--- src/rtl/sample_seq_pkg.sv ---
// Shared types and helpers for the antenna sampling sequencer.
// Holds the FSM state encoding and the rate-tick period calculation.
package sample_seq_pkg;

    typedef enum logic [2:0] {
        IDLE    = 3'd0,
        SETTLE  = 3'd1,
        CONVERT = 3'd2,
        WAIT    = 3'd3,
        EMIT    = 3'd4
    } seq_state_t;

    // Tick period in clock cycles; clamped so a too-fast rate still ticks every cycle.
    function automatic int tick_period(input int clk_freq, input int en_freq);
        int p;
        p = clk_freq / en_freq;
        return (p < 1) ? 1 : p;
    endfunction

    function automatic int width_min1(input int v);
        return (v > 1) ? $clog2(v) : 1;
    endfunction

endpackage

--- src/rtl/sample_sequencer_tick_divider.sv ---
// Free-running rate divider: one registered single-cycle tick every
// floor(CLK_FREQ/EN_FREQ) cycles, first tick that many cycles after reset.
module tick_divider
    import sample_seq_pkg::*;
#(
    parameter int CLK_FREQ = 100_000_000,
    parameter int EN_FREQ  = 40_000
) (
    input  logic clk,
    input  logic rst,
    output logic o_tick
);

    localparam int PERIOD = tick_period(CLK_FREQ, EN_FREQ);
    localparam int CNT_W  = width_min1(PERIOD);

    logic [CNT_W-1:0] r_cnt;
    logic             r_tick;

    always_ff @(posedge clk or posedge rst) begin
        if (rst) begin
            r_cnt  <= '0;
            r_tick <= 1'b0;
        end else if (r_cnt == CNT_W'(PERIOD - 1)) begin
            r_cnt  <= '0;
            r_tick <= 1'b1;
        end else begin
            r_cnt  <= r_cnt + 1'b1;
            r_tick <= 1'b0;
        end
    end

    assign o_tick = r_tick;

endmodule

--- src/rtl/sample_sequencer.sv ---
// Multi-antenna sampling controller: on each rate tick walks every channel
// through mux settle, ADC start, wait-for-done/timeout and tagged sample emit.
module sample_sequencer
    import sample_seq_pkg::*;
#(
    parameter  int CLK_FREQ    = 100_000_000,
    parameter  int ROUND_FREQ  = 40_000,
    parameter  int NUM_CH      = 3,
    parameter  int SETTLE_CYC  = 8,
    parameter  int TIMEOUT_CYC = 256,
    parameter  int ADC_W       = 12,
    localparam int CH_W        = (NUM_CH > 1) ? $clog2(NUM_CH) : 1
) (
    input  logic             clk,
    input  logic             rst,
    input  logic             run_i,
    input  logic             adc_done_i,
    input  logic [ADC_W-1:0] adc_data_i,
    output logic [CH_W-1:0]  mux_sel_o,
    output logic             adc_start_o,
    output logic             sample_valid_o,
    output logic [ADC_W-1:0] sample_data_o,
    output logic [CH_W-1:0]  sample_ch_o,
    output logic             sample_err_o,
    output logic             round_done_o,
    output logic             overrun_o,
    output logic             busy_o
);

    localparam int ST_W = $clog2(SETTLE_CYC + 1);
    localparam int TO_W = $clog2(TIMEOUT_CYC + 1);

    logic             w_tick;
    logic             w_last_ch;
    seq_state_t       r_state;
    logic [CH_W-1:0]  r_ch;
    logic [CH_W-1:0]  r_mux;
    logic [ST_W-1:0]  r_settle;
    logic [TO_W-1:0]  r_to;
    logic             r_start;
    logic             r_valid;
    logic [ADC_W-1:0] r_data;
    logic [CH_W-1:0]  r_sch;
    logic             r_err;
    logic             r_rdone;

    tick_divider #(
        .CLK_FREQ (CLK_FREQ),
        .EN_FREQ  (ROUND_FREQ)
    ) u_div (
        .clk    (clk),
        .rst    (rst),
        .o_tick (w_tick)
    );

    assign w_last_ch = (r_ch == CH_W'(NUM_CH - 1));

    always_ff @(posedge clk or posedge rst) begin
        if (rst) begin
            r_state  <= IDLE;
            r_ch     <= '0;
            r_mux    <= '0;
            r_settle <= '0;
            r_to     <= '0;
            r_start  <= 1'b0;
            r_valid  <= 1'b0;
            r_data   <= '0;
            r_sch    <= '0;
            r_err    <= 1'b0;
            r_rdone  <= 1'b0;
        end else begin
            r_start <= 1'b0;
            r_valid <= 1'b0;
            r_rdone <= 1'b0;
            case (r_state)
                IDLE: begin
                    if (w_tick && run_i) begin
                        r_ch     <= '0;
                        r_mux    <= '0;
                        r_settle <= '0;
                        r_state  <= SETTLE;
                    end
                end
                SETTLE: begin
                    // Start pulse is registered so it lands exactly in the CONVERT cycle.
                    if (r_settle == ST_W'(SETTLE_CYC - 1)) begin
                        r_start <= 1'b1;
                        r_state <= CONVERT;
                    end else begin
                        r_settle <= r_settle + 1'b1;
                    end
                end
                CONVERT: begin
                    r_to    <= '0;
                    r_state <= WAIT;
                end
                WAIT: begin
                    // Done is checked first so a late-but-valid answer beats the timeout.
                    if (adc_done_i) begin
                        r_data  <= adc_data_i;
                        r_err   <= 1'b0;
                        r_valid <= 1'b1;
                        r_sch   <= r_ch;
                        r_rdone <= w_last_ch;
                        r_state <= EMIT;
                    end else if (r_to == TO_W'(TIMEOUT_CYC - 1)) begin
                        r_data  <= '0;
                        r_err   <= 1'b1;
                        r_valid <= 1'b1;
                        r_sch   <= r_ch;
                        r_rdone <= w_last_ch;
                        r_state <= EMIT;
                    end else begin
                        r_to <= r_to + 1'b1;
                    end
                end
                EMIT: begin
                    if (w_last_ch) begin
                        r_state <= IDLE;
                    end else begin
                        r_ch     <= r_ch + 1'b1;
                        r_mux    <= r_ch + 1'b1;
                        r_settle <= '0;
                        r_state  <= SETTLE;
                    end
                end
                default: r_state <= IDLE;
            endcase
        end
    end

    assign mux_sel_o      = r_mux;
    assign adc_start_o    = r_start;
    assign sample_valid_o = r_valid;
    assign sample_data_o  = r_data;
    assign sample_ch_o    = r_sch;
    assign sample_err_o   = r_err;
    assign round_done_o   = r_rdone;
    assign busy_o         = (r_state != IDLE);
    // A tick landing on an active round is dropped and flagged in the same cycle.
    assign overrun_o      = w_tick && (r_state != IDLE);

endmodule

--- config.mk ---
export PLATFORM = sky130hd
export DESIGN_NAME = sample_sequencer
export DESIGN_NICKNAME = d
export VERILOG_FILES = /design/src/rtl/sample_seq_pkg.sv /design/src/rtl/sample_sequencer_tick_divider.sv /design/src/rtl/sample_sequencer.sv
export SDC_FILE = /design/constraint.sdc
export NUM_CORES = 1
export LEC_CHECK = 0
export ABC_CLOCK_PERIOD_IN_PS = 3700
export CAP_MARGIN = 20
export CORE_ASPECT_RATIO = 1.1
export CORE_UTILIZATION = 38
export CTS_CLUSTER_SIZE = 10
export DETAILED_ROUTE_END_ITERATION = 16
export PLACE_DENSITY_LB_ADDON = 0.08
export REMOVE_ABC_BUFFERS = 1
export SYNTH_ARGS = -nofsm -noshare
export SYNTH_HDL_FRONTEND = slang
export SYNTH_SLANG_ARGS = --single-unit
--- constraint.sdc ---
create_clock -name clk -period 3.7 [get_ports clk]
set_input_delay 0.925 -clock clk [delete_from_list [all_inputs] [get_ports clk]]
set_output_delay 0.925 -clock clk [all_outputs]
set_load 0.005 [all_outputs]
==> flow_results.org <==
** Run status
- Result of the run :: finished clean

** Detailed routing
- Antenna Violating Nets Remaining :: 0
- In the final routed layout, each cell accounts on average for 13.8 µm.
- Remaining routing DRC violations :: 0
- DR iter-0 viols :: 91
- For this block, the via count after detailed routing is 1633.
- Number of vias per cell :: 5.10
- Routed wire length :: 4.40 mm
- The first TritonRoute pass finished after 4 iterations.

** Logic synthesis
- Post-synthesis cell type count :: 41
- Number of synthesis warnings :: 0
- After synthesis, the share of flip-flops with an asynchronous set or reset is 100%.
- Predominant post-synthesis flop cell :: sky130_fd_sc_hd__dfrtp_1
- Part of the Yosys area used for sequential elements :: 55.2%
- Counting flops and latches in the post-synthesis netlist gives 49.
- Cells after Synth :: 207
- Count of flip-flops with a built-in enable after synthesis :: 0
- Syn Area/Cell :: 10.7 µm²
- Cell area after synthesis :: 2220 µm²

** Worst setup path
- Capture point of the worst reg-to-reg path :: round_done_o
- Critical path data required time :: 2.77 ns
- Minimum setup slack among reg-to-reg paths :: 1.65 ns
- The worst register-to-register path begins at r_to[0].
- Data on the critical path arrives at its endpoint at 1.89 ns.
- Type of the setup path with the least slack :: reg2out
- Type of element launching the critical path :: register
- Kind of capture point of the worst setup path :: output port
- Reg2Reg Depth :: 8
- Along the worst path, the maximum fanout reaches 19.

** Clocking
- CTS tree :: built
- CTS saw 49 sinks.
- In this run, CTS created clock tree buffers numbering 5.
- Clk buf depth :: 2
- CTS built an H-tree with a depth of 2.
- Post-CTS sizing :: 0
- Setup Fix Bufs, Post-CTS :: 0
- Clk Latency, worst-skew pair :: 0.30 ns
- Number of buffers inserted for hold repair after clock tree synthesis :: 0
- After clock tree synthesis, the clock-pin slew on the worst setup and hold paths is 0.09 ns.
- The tree is rooted in a sky130_fd_sc_hd__clkbuf_8.

** STA
- Top achievable clock speed :: 0.355 GHz
- Largest clock skew in the final design :: 0.00986 ns
- Setup TNS Final :: 0 ns
- The final count of pins violating max slew came to 0.
- Setup repair after global routing missed its margin :: false
- Final hold analysis gives a worst-case slack of 0.481 ns.
- Final Critical Period :: 2.82 ns
- For the pin with the worst max-slew slack, the measured transition is 0.589 ns.
- Final cycle utilization of the critical path :: 76.1%
- Worst-case headroom to the max-slew limit :: 60.7%
- Final hold viol count :: 0
- Setup violations remaining at the end of the flow were counted as 0.

** Pwr
- Across the VDD grid, the largest voltage drop is 0.000297 V.
- Of the total power, the share spent switching nets is 32.9%.
- Per report_power, the sequential group accounts for 48.9% of the total.
- Power share of the clock group :: 17.5%
- Power comes to 1730 µW.
- Combinational cells account for 33.5% of the total power.
- Ratio of total power to cell area :: 630 nW/µm²
- Cell internal power was estimated by the tool at 1160 µW.
- In this run the power spent charging and discharging nets is 571 µW.
- Leakage power figure :: 0.00118 µW

** Global routing
- The first global-routing pass estimated 7.40 mm of wire.
- Maximum number of pins on one net before global-route repair :: 35
- Overall track demand over capacity in global routing :: 16.2%
- The initial antenna violation count is 0.
- Remaining global-route overflow :: 0
- Number of global-route vias before repair :: 1551

** Floorplan
- In this run the core area contains 28 standard-cell rows.
- Die W :: 74.9 µm
- The floorplan step defined a die boundary enclosing 6160 µm².
- For this configuration, the core starts out at a cell density of 40.4%.
- The floorplan step defined a core boundary enclosing 5500 µm².
- In this run the vertical extent of the chip is 82.2 µm.
- Number of top-level design ports :: 38

** Hold path
- Along the worst hold path, the cell count comes to 2.
- Hold_sp :: sample_ch_o[1]
- The path class of the tightest hold or removal check is reg2reg.
- Worst hold endpoint :: sample_ch_o[1]

** Placed design
- GP Congestion :: 0.749
- Detailed-placement wirelength estimate :: 3.08 mm
- Number of I/O port buffers :: 37
- Cell area reported after detailed placement :: 2660 µm²

** Job
- Number of violations of the max-capacitance limit :: 0

** Finish
- In the final layout, the share of cells above drive strength 1 is 6.94%.
- Post-route cell area :: 2750 µm²
- 0 antenna diodes ended up in the layout.
- Total area of multi-input combinational cells :: 927 µm²
- Area growth syn-to-layout :: 23.6%
- The sequential cells in the finished layout cover a total of 1230 µm².
- Number of fill cells :: 533
- In the final design database the tool counted 266 nets.
==> power groups by stage <==
stage / clock (µW) / sequential (µW) / combinational, µW
2_1_floorplan: 0 / 829 / 314
3_3_place_gp: 0 / 852 / 582
3_5_place_dp: 0 / 851 / 593
4_1_cts: 321 / 847 / 591
5_1_grt: 340 / 876 / 655
6_report: 304 / 847 / 581
==> sequential cells by signal, summed over array words and instances, names as in the netlist <==
| register | count |
|---|---|
| adc_start_o | 1 |
| mux_sel_o | 2 |
| r_settle | 4 |
| r_state | 3 |
| r_to | 9 |
| round_done_o | 1 |
| sample_ch_o | 2 |
| sample_data_o | 12 |
| sample_err_o | 1 |
| sample_valid_o | 1 |
| u_div.o_tick | 1 |
| u_div.r_cnt | 12 |
==> cells in the final DEF, fill, tap and decap left out, types with 5 or more instances in the layout <==
cell                              count
sky130_fd_sc_hd__dfrtp_1             49
sky130_fd_sc_hd__nand2_1             18
sky130_fd_sc_hd__xor2_1               5
sky130_fd_sc_hd__nor2_1              17
sky130_fd_sc_hd__clkdlybuf4s50_1     37
sky130_fd_sc_hd__xnor2_1              7
sky130_fd_sc_hd__clkbuf_8             5
sky130_fd_sc_hd__nand3_1             11
sky130_fd_sc_hd__o21ai_0             12
sky130_fd_sc_hd__nor3_1               6
sky130_fd_sc_hd__ha_1                 5
sky130_fd_sc_hd__a22o_1              13
sky130_fd_sc_hd__inv_1                9
sky130_fd_sc_hd__a21oi_1              5
==> per-layer routing <==
metal  routed length [µm]  part of all wire [%]  vias up  track usage [%]
met2                 2080                    47       29             25.9
met3                  149                   3.4        9             3.88
met1                 2090                    47      784             20.9
met4                   83                   1.9        0             6.79
met5                    0                     0        -                0
li1                     -                     -      811                -
==> cell type report <==
class / count / share of cell area [%]
Clock buffer: 5 / 2.50
Clock inverter: 2 / 0.592
Inverter: 10 / 1.37
Multi-Input combinational cell: 141 / 33.7
Sequential cell: 49 / 44.6
Tap cell: 75 / 3.42
Timing Repair Buffer: 38 / 13.8
==> worst max-delay path: stages (launching register included) <==
cell                              delay, ns
sky130_fd_sc_hd__dfrtp_1               0.61
sky130_fd_sc_hd__nor3_1                0.32
sky130_fd_sc_hd__inv_1                 0.08
sky130_fd_sc_hd__and2_1                0.16
sky130_fd_sc_hd__clkdlybuf4s50_1       0.43
==> cell families (layout without fill, tap and decap cells) <==
group / count (synthesis) / in the layout / share of synthesized area (%)
buffers and inverters: 17 / 55 / 3.10
AO/OA/AOI/OAI: 39 / 39 / 12.4
flip-flops: 49 / 49 / 55.2
XOR/XNOR: 12 / 12 / 4.73
adder cells (fa/ha/maj): 5 / 5 / 2.82
AND/OR/NAND/NOR: 80 / 80 / 19.5
multiplexers: 5 / 5 / 2.31
==> synthesized netlist by cell type (2+ instances only) <==
cell type / number / area, µm²
sky130_fd_sc_hd__a22o_1: 13 / 114
sky130_fd_sc_hd__o21ai_0: 12 / 60.1
sky130_fd_sc_hd__dfrtp_1: 49 / 1230
sky130_fd_sc_hd__inv_1: 10 / 37.5
sky130_fd_sc_hd__a21oi_1: 5 / 25.0
sky130_fd_sc_hd__and2_1: 2 / 12.5
sky130_fd_sc_hd__xnor2_1: 7 / 61.3
sky130_fd_sc_hd__nor2b_1: 2 / 12.5
sky130_fd_sc_hd__nand3_2: 2 / 20.0
sky130_fd_sc_hd__ha_1: 5 / 62.6
sky130_fd_sc_hd__xor2_1: 5 / 43.8
sky130_fd_sc_hd__a31oi_1: 2 / 12.5
sky130_fd_sc_hd__clkbuf_1: 3 / 11.3
sky130_fd_sc_hd__nor4_1: 4 / 25.0
sky130_fd_sc_hd__nand2_1: 18 / 67.6
sky130_fd_sc_hd__nor2_1: 17 / 63.8
sky130_fd_sc_hd__nand4_1: 4 / 25.0
sky130_fd_sc_hd__and3_1: 2 / 12.5
sky130_fd_sc_hd__nor3_1: 6 / 30.0
sky130_fd_sc_hd__nand3_1: 11 / 55.1
sky130_fd_sc_hd__a22oi_1: 2 / 15.0
sky130_fd_sc_hd__nand3b_1: 2 / 15.0
sky130_fd_sc_hd__mux2i_1: 4 / 40.0
sky130_fd_sc_hd__buf_2: 3 / 15.0
==> stage by stage <==
| stage | cells | worst slack, ns | util [%] |
|---|---|---|---|
| 2_1_floorplan | 200 | 1.60 | - |
| 3_3_place_gp | 313 | 1.22 | 48.4 |
| 3_5_place_dp | 313 | 1.20 | 48.4 |
| 4_1_cts | 320 | 0.867 | 50.0 |
| 5_1_grt | 320 | 0.754 | 50.0 |
| 6_report | 320 | 0.884 | 50.0 |
==> how the worst max path moves through the flow <==
stage,startpoint,endpoint,depth (start not counted)
2_1_floorplan,rst,adc_start_o,1
3_3_place_gp,r_state[0],overrun_o,4
3_5_place_dp,r_state[0],overrun_o,4
4_1_cts,r_state[0],overrun_o,4
5_1_grt,r_state[0],overrun_o,4
6_report,r_state[0],overrun_o,4
No activity file was read; power rests on OpenSTA's default activity.
